**config.mk**
```make
export PLATFORM = sky130hd
export DESIGN_NAME = regfile_write_arbiter
export DESIGN_NICKNAME = d
export VERILOG_FILES = /design/src/rtl/regfile_write_arbiter.sv
export SDC_FILE = /design/constraint.sdc
export NUM_CORES = 1
export LEC_CHECK = 0
export BUFFER_PORTS_ARGS = -buffer_cell sky130_fd_sc_hd__buf_2
export CORE_MARGIN = 1.5
export CORE_UTILIZATION = 40
export DETAILED_ROUTE_END_ITERATION = 7
export GPL_TIMING_DRIVEN = 0
export PLACE_DENSITY = 0.86
export SLEW_MARGIN = 15
export SYNTH_ARGS = -nofsm -noshare
export SYNTH_HDL_FRONTEND = slang
export SYNTH_SLANG_ARGS = --single-unit
```
**constraint.sdc**
```tcl
create_clock -name clock -period 1.45 [get_ports clock]
set_clock_uncertainty 0.05 [all_clocks]
set_input_delay 0.29 -clock clock [delete_from_list [all_inputs] [get_ports clock]]
set_output_delay 0.29 -clock clock [all_outputs]
set_load 0.05 [all_outputs]
```
**src/rtl/regfile_write_arbiter.sv**
```systemverilog
// regfile_write_arbiter
//   Shares the single register-file write port between two writeback
//   requesters (for example ALU writeback on req0 and load writeback on req1).
//   Each requester uses a valid/ready handshake. The winning write is
//   registered onto the port, so it appears there one cycle after the
//   handshake. Cycles where both requesters compete are counted.
//
// Ports
//   clock                 system clock, all state updates on the rising edge
//   resetN                synchronous reset, active low
//   hold                  1 = freeze the port, no grants this cycle
//   req0Valid / req1Valid requester has a write pending
//   req0Ready / req1Ready write accepted this cycle (combinational)
//   req0Reg / req1Reg     destination register index
//   req0Data / req1Data   write data
//   regWrite              registered write enable to the register file
//   writeRegister         registered register index
//   writeData             registered write data
//   conflictCount         saturating count of contention cycles
//
// Parameters
//   DATA_W     width of the write data
//   ADDR_W     width of the register index
//   FIXED_PRI  0 = round-robin between the requesters, 1 = req0 always wins

module regfile_write_arbiter #(
  parameter int DATA_W    = 8,
  parameter int ADDR_W    = 3,
  parameter bit FIXED_PRI = 1'b0
) (
  input  logic              clock,
  input  logic              resetN,
  input  logic              hold,
  input  logic              req0Valid,
  output logic              req0Ready,
  input  logic [ADDR_W-1:0] req0Reg,
  input  logic [DATA_W-1:0] req0Data,
  input  logic              req1Valid,
  output logic              req1Ready,
  input  logic [ADDR_W-1:0] req1Reg,
  input  logic [DATA_W-1:0] req1Data,
  output logic              regWrite,
  output logic [ADDR_W-1:0] writeRegister,
  output logic [DATA_W-1:0] writeData,
  output logic [7:0]        conflictCount
);

  logic              grant0;
  logic              grant1;
  logic              transfer;
  logic              contention;

  logic              rr_ptr_q;
  logic              rr_ptr_d;
  logic              reg_write_q;
  logic              reg_write_d;
  logic [ADDR_W-1:0] write_register_q;
  logic [ADDR_W-1:0] write_register_d;
  logic [DATA_W-1:0] write_data_q;
  logic [DATA_W-1:0] write_data_d;
  logic [7:0]        conflict_count_q;
  logic [7:0]        conflict_count_d;

  // Grant logic. Reset and hold both mask every grant, so a Ready can never
  // rise while the block is in reset or frozen. When both requesters are
  // valid, the round-robin pointer names the favoured one (0 = req0).
  always_comb begin
    grant0 = 1'b0;
    grant1 = 1'b0;
    if (resetN && !hold) begin
      if (req0Valid && req1Valid) begin
        if (FIXED_PRI || !rr_ptr_q) begin
          grant0 = 1'b1;
        end else begin
          grant1 = 1'b1;
        end
      end else begin
        grant0 = req0Valid;
        grant1 = req1Valid;
      end
    end
  end

  assign transfer   = grant0 | grant1;
  assign contention = resetN & ~hold & req0Valid & req1Valid;

  // Next-state logic. The output stage captures the winner and otherwise
  // keeps its index and data, dropping only the enable. After a transfer the
  // pointer favours the requester that lost, which is the value of grant0.
  always_comb begin
    reg_write_d      = transfer;
    write_register_d = write_register_q;
    write_data_d     = write_data_q;
    rr_ptr_d         = rr_ptr_q;
    conflict_count_d = conflict_count_q;

    if (grant0) begin
      write_register_d = req0Reg;
      write_data_d     = req0Data;
    end else if (grant1) begin
      write_register_d = req1Reg;
      write_data_d     = req1Data;
    end

    if (!FIXED_PRI && transfer) begin
      rr_ptr_d = grant0;
    end

    if (contention && (conflict_count_q != 8'hFF)) begin
      conflict_count_d = conflict_count_q + 8'd1;
    end
  end

  // State registers with synchronous active-low reset. Reset also cancels
  // any write sitting in the output stage.
  always_ff @(posedge clock) begin
    if (!resetN) begin
      rr_ptr_q         <= 1'b0;
      reg_write_q      <= 1'b0;
      write_register_q <= '0;
      write_data_q     <= '0;
      conflict_count_q <= 8'd0;
    end else begin
      rr_ptr_q         <= rr_ptr_d;
      reg_write_q      <= reg_write_d;
      write_register_q <= write_register_d;
      write_data_q     <= write_data_d;
      conflict_count_q <= conflict_count_d;
    end
  end

  assign req0Ready     = grant0;
  assign req1Ready     = grant1;
  assign regWrite      = reg_write_q;
  assign writeRegister = write_register_q;
  assign writeData     = write_data_q;
  assign conflictCount = conflict_count_q;

endmodule
```
==> results of run 1 <==
## area by class of cell
class | instances | area [sq um]
fillers | 200 | 915
flip-flops and latches | 21 | 437
clock buffers | 3 | 22.5
well taps | 28 | 35.0
plain buffers | 5 | 25.0
inverters | 3 | 13.8
repair buffers | 49 | 260
clock inverters | 1 | 5.00
multi-input cells | 85 | 563
## worst register-to-register path, delay by kind of cell (launching register included)
kind	cells	cell delay (ns)
and+or+nand+nor	2	0.16
AOI/OAI and AO/OA	1	0.24
adders and majority gates	1	0.16
DFF	1	0.39
muxes	1	0.22
## routing by layer
metal | wire length, microns | vias up | part of all wire (%) | track usage (%)
li1 | - | 510 | - | -
met1 | 1020 | 451 | 43 | 21.1
met2 | 1180 | 42 | 49 | 34.4
met3 | 166 | 2 | 6.9 | 3.14
met4 | 24 | 0 | 1.0 | 7.26
met5 | 0 | - | 0 | 0
## what timing repair did
action	CTS	global route
resized for setup	6	6
setup endpoints to repair	4	6
pin swaps	0	1
setup buffers	1	0
cloned	0	0
## flip-flops by register name, indices dropped and copies added, names as in the netlist
name / count
writeRegister: 3
regWrite: 1
conflictCount: 8
writeData: 8
rr_ptr_q: 1
## cells in the mapped netlist (2+ instances only)
master    instances
nand2_1          27
dfxtp_1          21
a31oi_1          11
o21ai_0          11
and2_1            3
nand3_1           3
buf_2             2
buf_4             2
clkbuf_1          2
inv_1             2
mux2i_1           2
nand2b_1          2
nor3_1            2
o21a_1            2
xnor2_1           2
## worst paths after layout
| kind | cells past startpoint | start | endpoint | slack [ns] |
|---|---|---|---|---|
| setup / recovery | 5 | hold | req1Ready | 0.05 |
| hold / removal | 3 | req0Data[4] | writeData[4] | 0.18 |
| setup reg to reg | 5 | conflictCount[0] | conflictCount[1] | 0.13 |
| hold reg to reg | 2 | rr_ptr_q | rr_ptr_q | 0.46 |
## per-stage QoR
stage	util, %	setup slack (ns)
detailed placement	56.3	-0.152
global placement	56.3	-0.146
global route	59.8	0.0152
floorplan	-	-0.0584
CTS	58.4	0.0228
finish	59.8	0.0544
## power breakdown
part           total [mW]  internal, mW  leakage (nW)  switching, mW
logic               0.237        0.0774         0.465          0.159
clock network       0.276         0.103        0.0177          0.174
registers           0.609         0.598         0.177         0.0116
total                1.12         0.778         0.660          0.344
## cell families (layout without fill, tap and decap cells)
group,Yosys count,in the layout,synth area share (%)
adders and majority gates,1,1,1.27
xor gates and xnor gates,3,3,2.66
muxes,2,2,2.03
DFF,21,21,42.5
and+or+nand+nor,47,47,25.4
buffers and inverters,9,61,4.43
AOI/OAI and AO/OA,32,32,21.6
==> flow_summary_export.csv, run 1 <==
group,metric,value,unit
placed_design,placed_cells,191,
placed_design,dpl.hpwl,1.80,mm
critical_path,crit_buf_inv,2,
placed_design,gp_congestion,0.751,
drt,drt-wirelength-per-cell,12.3,microns
synthesis,synth_top_area_share,42.5,%
power_and_ir_drop,cellPowerDensity,824,nW/um^2
synthesis,ys_ff_latch,21,
sta,holdWs,0.183,ns
clocking,clock_path_buffers,2,
floorplanning,core_area,2280,sq um
clocking,cts_buffers,3,
global_route,grt_pass1_wl,3.92,mm
clocking,cts_tree,"yes",
flow_run,cap_violations,0,
synthesis,synth_cell_types,36,
critical_path,worstSetupPathType,"input port to primary output",
floorplanning,start_util,43.4,%
drt,antenna_left,0,
sta,max_clock_freq,717,MHz
placed_design,portBuffers,48,
sta,setup_tns,0,ns
synthesis,synthFlopType,"dfxtp_1",
synthesis,syn_nets,143,
drt,drtPass1Iterations,4,
global_route,grt_overflow,0,
drt,drtIter0Drc,17,
critical_path,crit_fanout,3,
sta,finalCriticalPeriod,1.40,ns
sta,hold_violations,0,
clocking,clk_pin_slew,0.12,ns
cells_and_area,final_cell_mix,"48 x buf_2, 26 x nand2_1, 12 x dfxtp_1",
placed_design,placed_cell_area,1280,sq um
critical_path,max_stage_delay,0.26,ns
sta,worst_pin_slew,0.361,ns
power_and_ir_drop,total_power,1.12,mW
synthesis,synth_edf_count,0,
floorplanning,dieArea,2780,sq um
global_route,grt.total_usage,18.7,%
sta,slew_viol_final,0,
synthesis,yosys.area.top_type,"dfxtp_1",
drt,routed_via_density,5.15,
critical_path,worstSetupEndpointType,"primary output",
run_status,status,"finished clean",
cells_and_area,fin_area,1360,sq um
clocking,clock_latency,0.30,ns
floorplanning,dieHeight,52.7,microns
floorplanning,io_pins,49,
clocking,ctsHoldBuffers,0,
synthesis,synth_area_per_cell,8.60,sq um
drt,drc_errors,0,
floorplanning,rows,17,
clocking,cts.sinks,21,
synthesis,syn_inst,115,
sta,rsz0062_at_grt,"false",
cells_and_area,antenna_cells,0,
drt,dr_total_vias,1005,
synthesis,synthTopCellsByArea,"dfxtp_1 43%, nand2_1 10%, a31oi_1 7.0%",
synthesis,netlist_area,988,sq um
cells_and_area,layout.nets,196,
synthesis,ys.warnings.count,0,
critical_path,cp_cell_sequence,"buf_2, and2b_1, nand2_1, a21oi_2, buf_4",
global_route,grt_pass1_vias,969,
cells_and_area,layout_commonest_cell,"buf_2",
synthesis,synthArstFlopShare,0,%
cells_and_area,area_growth,37.7,%
power_and_ir_drop,power.leakage,0.660,nW
hold_path,hold_class,"input port to register",
sta,finalCritPeriodShare,96.2,%
global_route,antenna_found_initial,0,
sta,slew_headroom,75.9,%
critical_path,cp-start-kind,"input port",
global_route,grt_max_degree,13,
critical_path,arrival,1.06,ns
synthesis,ys_seq_area_share,42.5,%
drt,wl,2.39,mm
critical_path,required,1.11,ns
critical_path,critPathSlowestCell,"and2b_1",
floorplanning,die_w,52.7,microns
clocking,h-tree-depth,1,
sta,setup-violations-final,0,
cells_and_area,instances_no_fill,195,
cells_and_area,drive_gt1_share,44.9,%
critical_path,crit_family,"simple AND/OR/NAND/NOR gates",
power_and_ir_drop,vdd_drop_max,0.702,mV
clocking,root_buffer,"clkbuf_4",
(Power assumes the default switching activity.)
==> inputs of run 2 (changes only) <==
--- a/config.mk
+++ b/config.mk
@@ -11,6 +11,8 @@
 export DETAILED_ROUTE_END_ITERATION = 7
 export GPL_TIMING_DRIVEN = 0
 export PLACE_DENSITY = 0.86
+export RECOVER_POWER = 100
+export SKIP_CTS_REPAIR_TIMING = 1
 export SLEW_MARGIN = 15
 export SYNTH_ARGS = -nofsm -noshare
 export SYNTH_HDL_FRONTEND = slang
==> flow_summary_export.csv, run 2 (synthesis results as in run 1) <==
group,metric,value,unit
floorplanning,core_area,2280,sq um
clocking,cts.sinks,21,
drt,antenna_left,0,
power_and_ir_drop,cellPowerDensity,814,nW/um^2
clocking,cts_buffers,3,
hold_path,hold_depth,3,
clocking,cts_tree,"yes",
global_route,grt.total_usage,18.0,%
global_route,grt_max_degree,13,
sta,slew_headroom,72.4,%
cells_and_area,fillCellCount,201,
sta,worst_pin_slew,0.414,ns
critical_path,worstSetupEndpointType,"primary output",
critical_path,crit_fanout,5,
critical_path,arrival,1.17,ns
power_and_ir_drop,total_power,1.13,mW
power_and_ir_drop,power.leakage,0.668,nW
drt,routed_via_density,5.13,
floorplanning,rows,17,
hold_path,hp-start,"req0Data[4]",
run_status,status,"complete, but fails checks",
run_status,violations,"setup timing",
sta,finalCriticalPeriod,1.51,ns
critical_path,critPathLaunch,"rr_ptr_q",
placed_design,portBuffers,48,
critical_path,cp_cell_sequence,"nand2_2, nand3_4, inv_4, buf_6, buf_8",
cells_and_area,drive_gt1_share,44.7,%
floorplanning,start_util,43.4,%
critical_path,rr_worst_depth,5,
flow_run,cap_violations,0,
sta,setup-violations-final,1,
sta,setup_ws,-0.0556,ns
global_route,antenna_found_initial,0,
cells_and_area,layout_commonest_cell,"buf_2",
floorplanning,dieHeight,52.7,microns
clocking,root_buffer,"clkbuf_4",
drt,drtIter0Drc,18,
drt,wl,2.48,mm
critical_path,required,1.11,ns
placed_design,gp_congestion,0.751,
critical_path,r2r_start,"conflictCount[0]",
sta,hold_violations,0,
sta,finalCritPeriodShare,104,%
cells_and_area,layout.nets,199,
global_route,grt_pass1_vias,946,
global_route,grt_pass1_wl,3.79,mm
placed_design,preCtsSetupSlack,-0.152,ns
clocking,clock_path_buffers,2,
placed_design,placed_cells,191,
drt,drc_errors,0,
placed_design,dpl.hpwl,1.80,mm
drt,dr_total_vias,1015,
critical_path,max_stage_delay,0.35,ns
sta,slew_viol_final,0,
clocking,clock_latency,0.30,ns
critical_path,critPathSlowestCell,"dfxtp_2",
clocking,clk_pin_slew,0.12,ns
hold_path,hold_class,"input port to register",
critical_path,cp-start-kind,"register",
global_route,grt_overflow,0,
sta,max_clock_freq,664,MHz
power_and_ir_drop,vdd_drop_max,0.702,mV
cells_and_area,antenna_cells,0,
floorplanning,io_pins,49,
critical_path,rrSetupSlack,0.13,ns
drt,drtPass1Iterations,4,
cells_and_area,instances_no_fill,198,
cells_and_area,fin_util,60.7,%
sta,rsz0062_at_grt,"true",
cells_and_area,final_cell_mix,"47 x buf_2, 26 x nand2_1, 12 x dfxtp_1",
floorplanning,die_w,52.7,microns
floorplanning,dieArea,2780,sq um
clocking,h-tree-depth,1,
drt,drt-wirelength-per-cell,12.5,microns
cells_and_area,area_growth,39.9,%
critical_path,worstSetupPathType,"register to primary output",
-- run 2: cell types whose count changed in the layout (fill, tap and decap cells not counted), sizes merged --
cell / change
buf: +1
clkbuf: +2
-- run 2: cell type report --
class                   instances  area [sq um]  share of cell area [%]
flip-flops and latches         21           437                    31.6
repair buffers                 51           275                    19.9
clock buffers                   3          22.5                    1.63
clock inverters                 1          5.00                   0.362
inverters                       3          13.8                   0.995
multi-input cells              85           563                    40.7
plain buffers                   6          31.3                    2.26
well taps                      28          35.0                    2.53
-- run 2: path summary, 6_finish.rpt --
path,to
max,req0Ready
min,writeData[4]
max reg2reg,conflictCount[1]
min reg2reg,rr_ptr_q
-- run 2: through the flow --
| stage | area (sq um) | setup TNS, ns | hold slack (ns) |
|---|---|---|---|
| global route | 1380 | -0.104 | 0.182 |
| global placement | 1280 | -0.146 | 0.431 |
| floorplan | 1010 | -0.0584 | 0.388 |
| detailed placement | 1280 | -0.152 | 0.445 |
| CTS | 1310 | -0.271 | 0.176 |
| finish | 1380 | -0.0556 | 0.182 |
-- run 2: power by group --
part	total (mW)	internal [mW]	switching, mW
sequential	0.609	0.598	0.0116
clock	0.275	0.103	0.172
combinational	0.242	0.0804	0.162
-- run 2: per-layer routing --
layer | vias to the layer above | wire, microns | GRT usage [%]
met5 | - | 0 | 0
met4 | 0 | 24 | 7.69
met3 | 2 | 177 | 3.43
met2 | 40 | 1230 | 32.1
met1 | 459 | 1050 | 20.8
li1 | 514 | - | -
-- run 2: critical path: cells and delay by family, from the launching register on --
family	cells	cell delay, ns
buffers and inverters	3	0.33
flip-flops	1	0.35
AND/OR/NAND/NOR	2	0.17
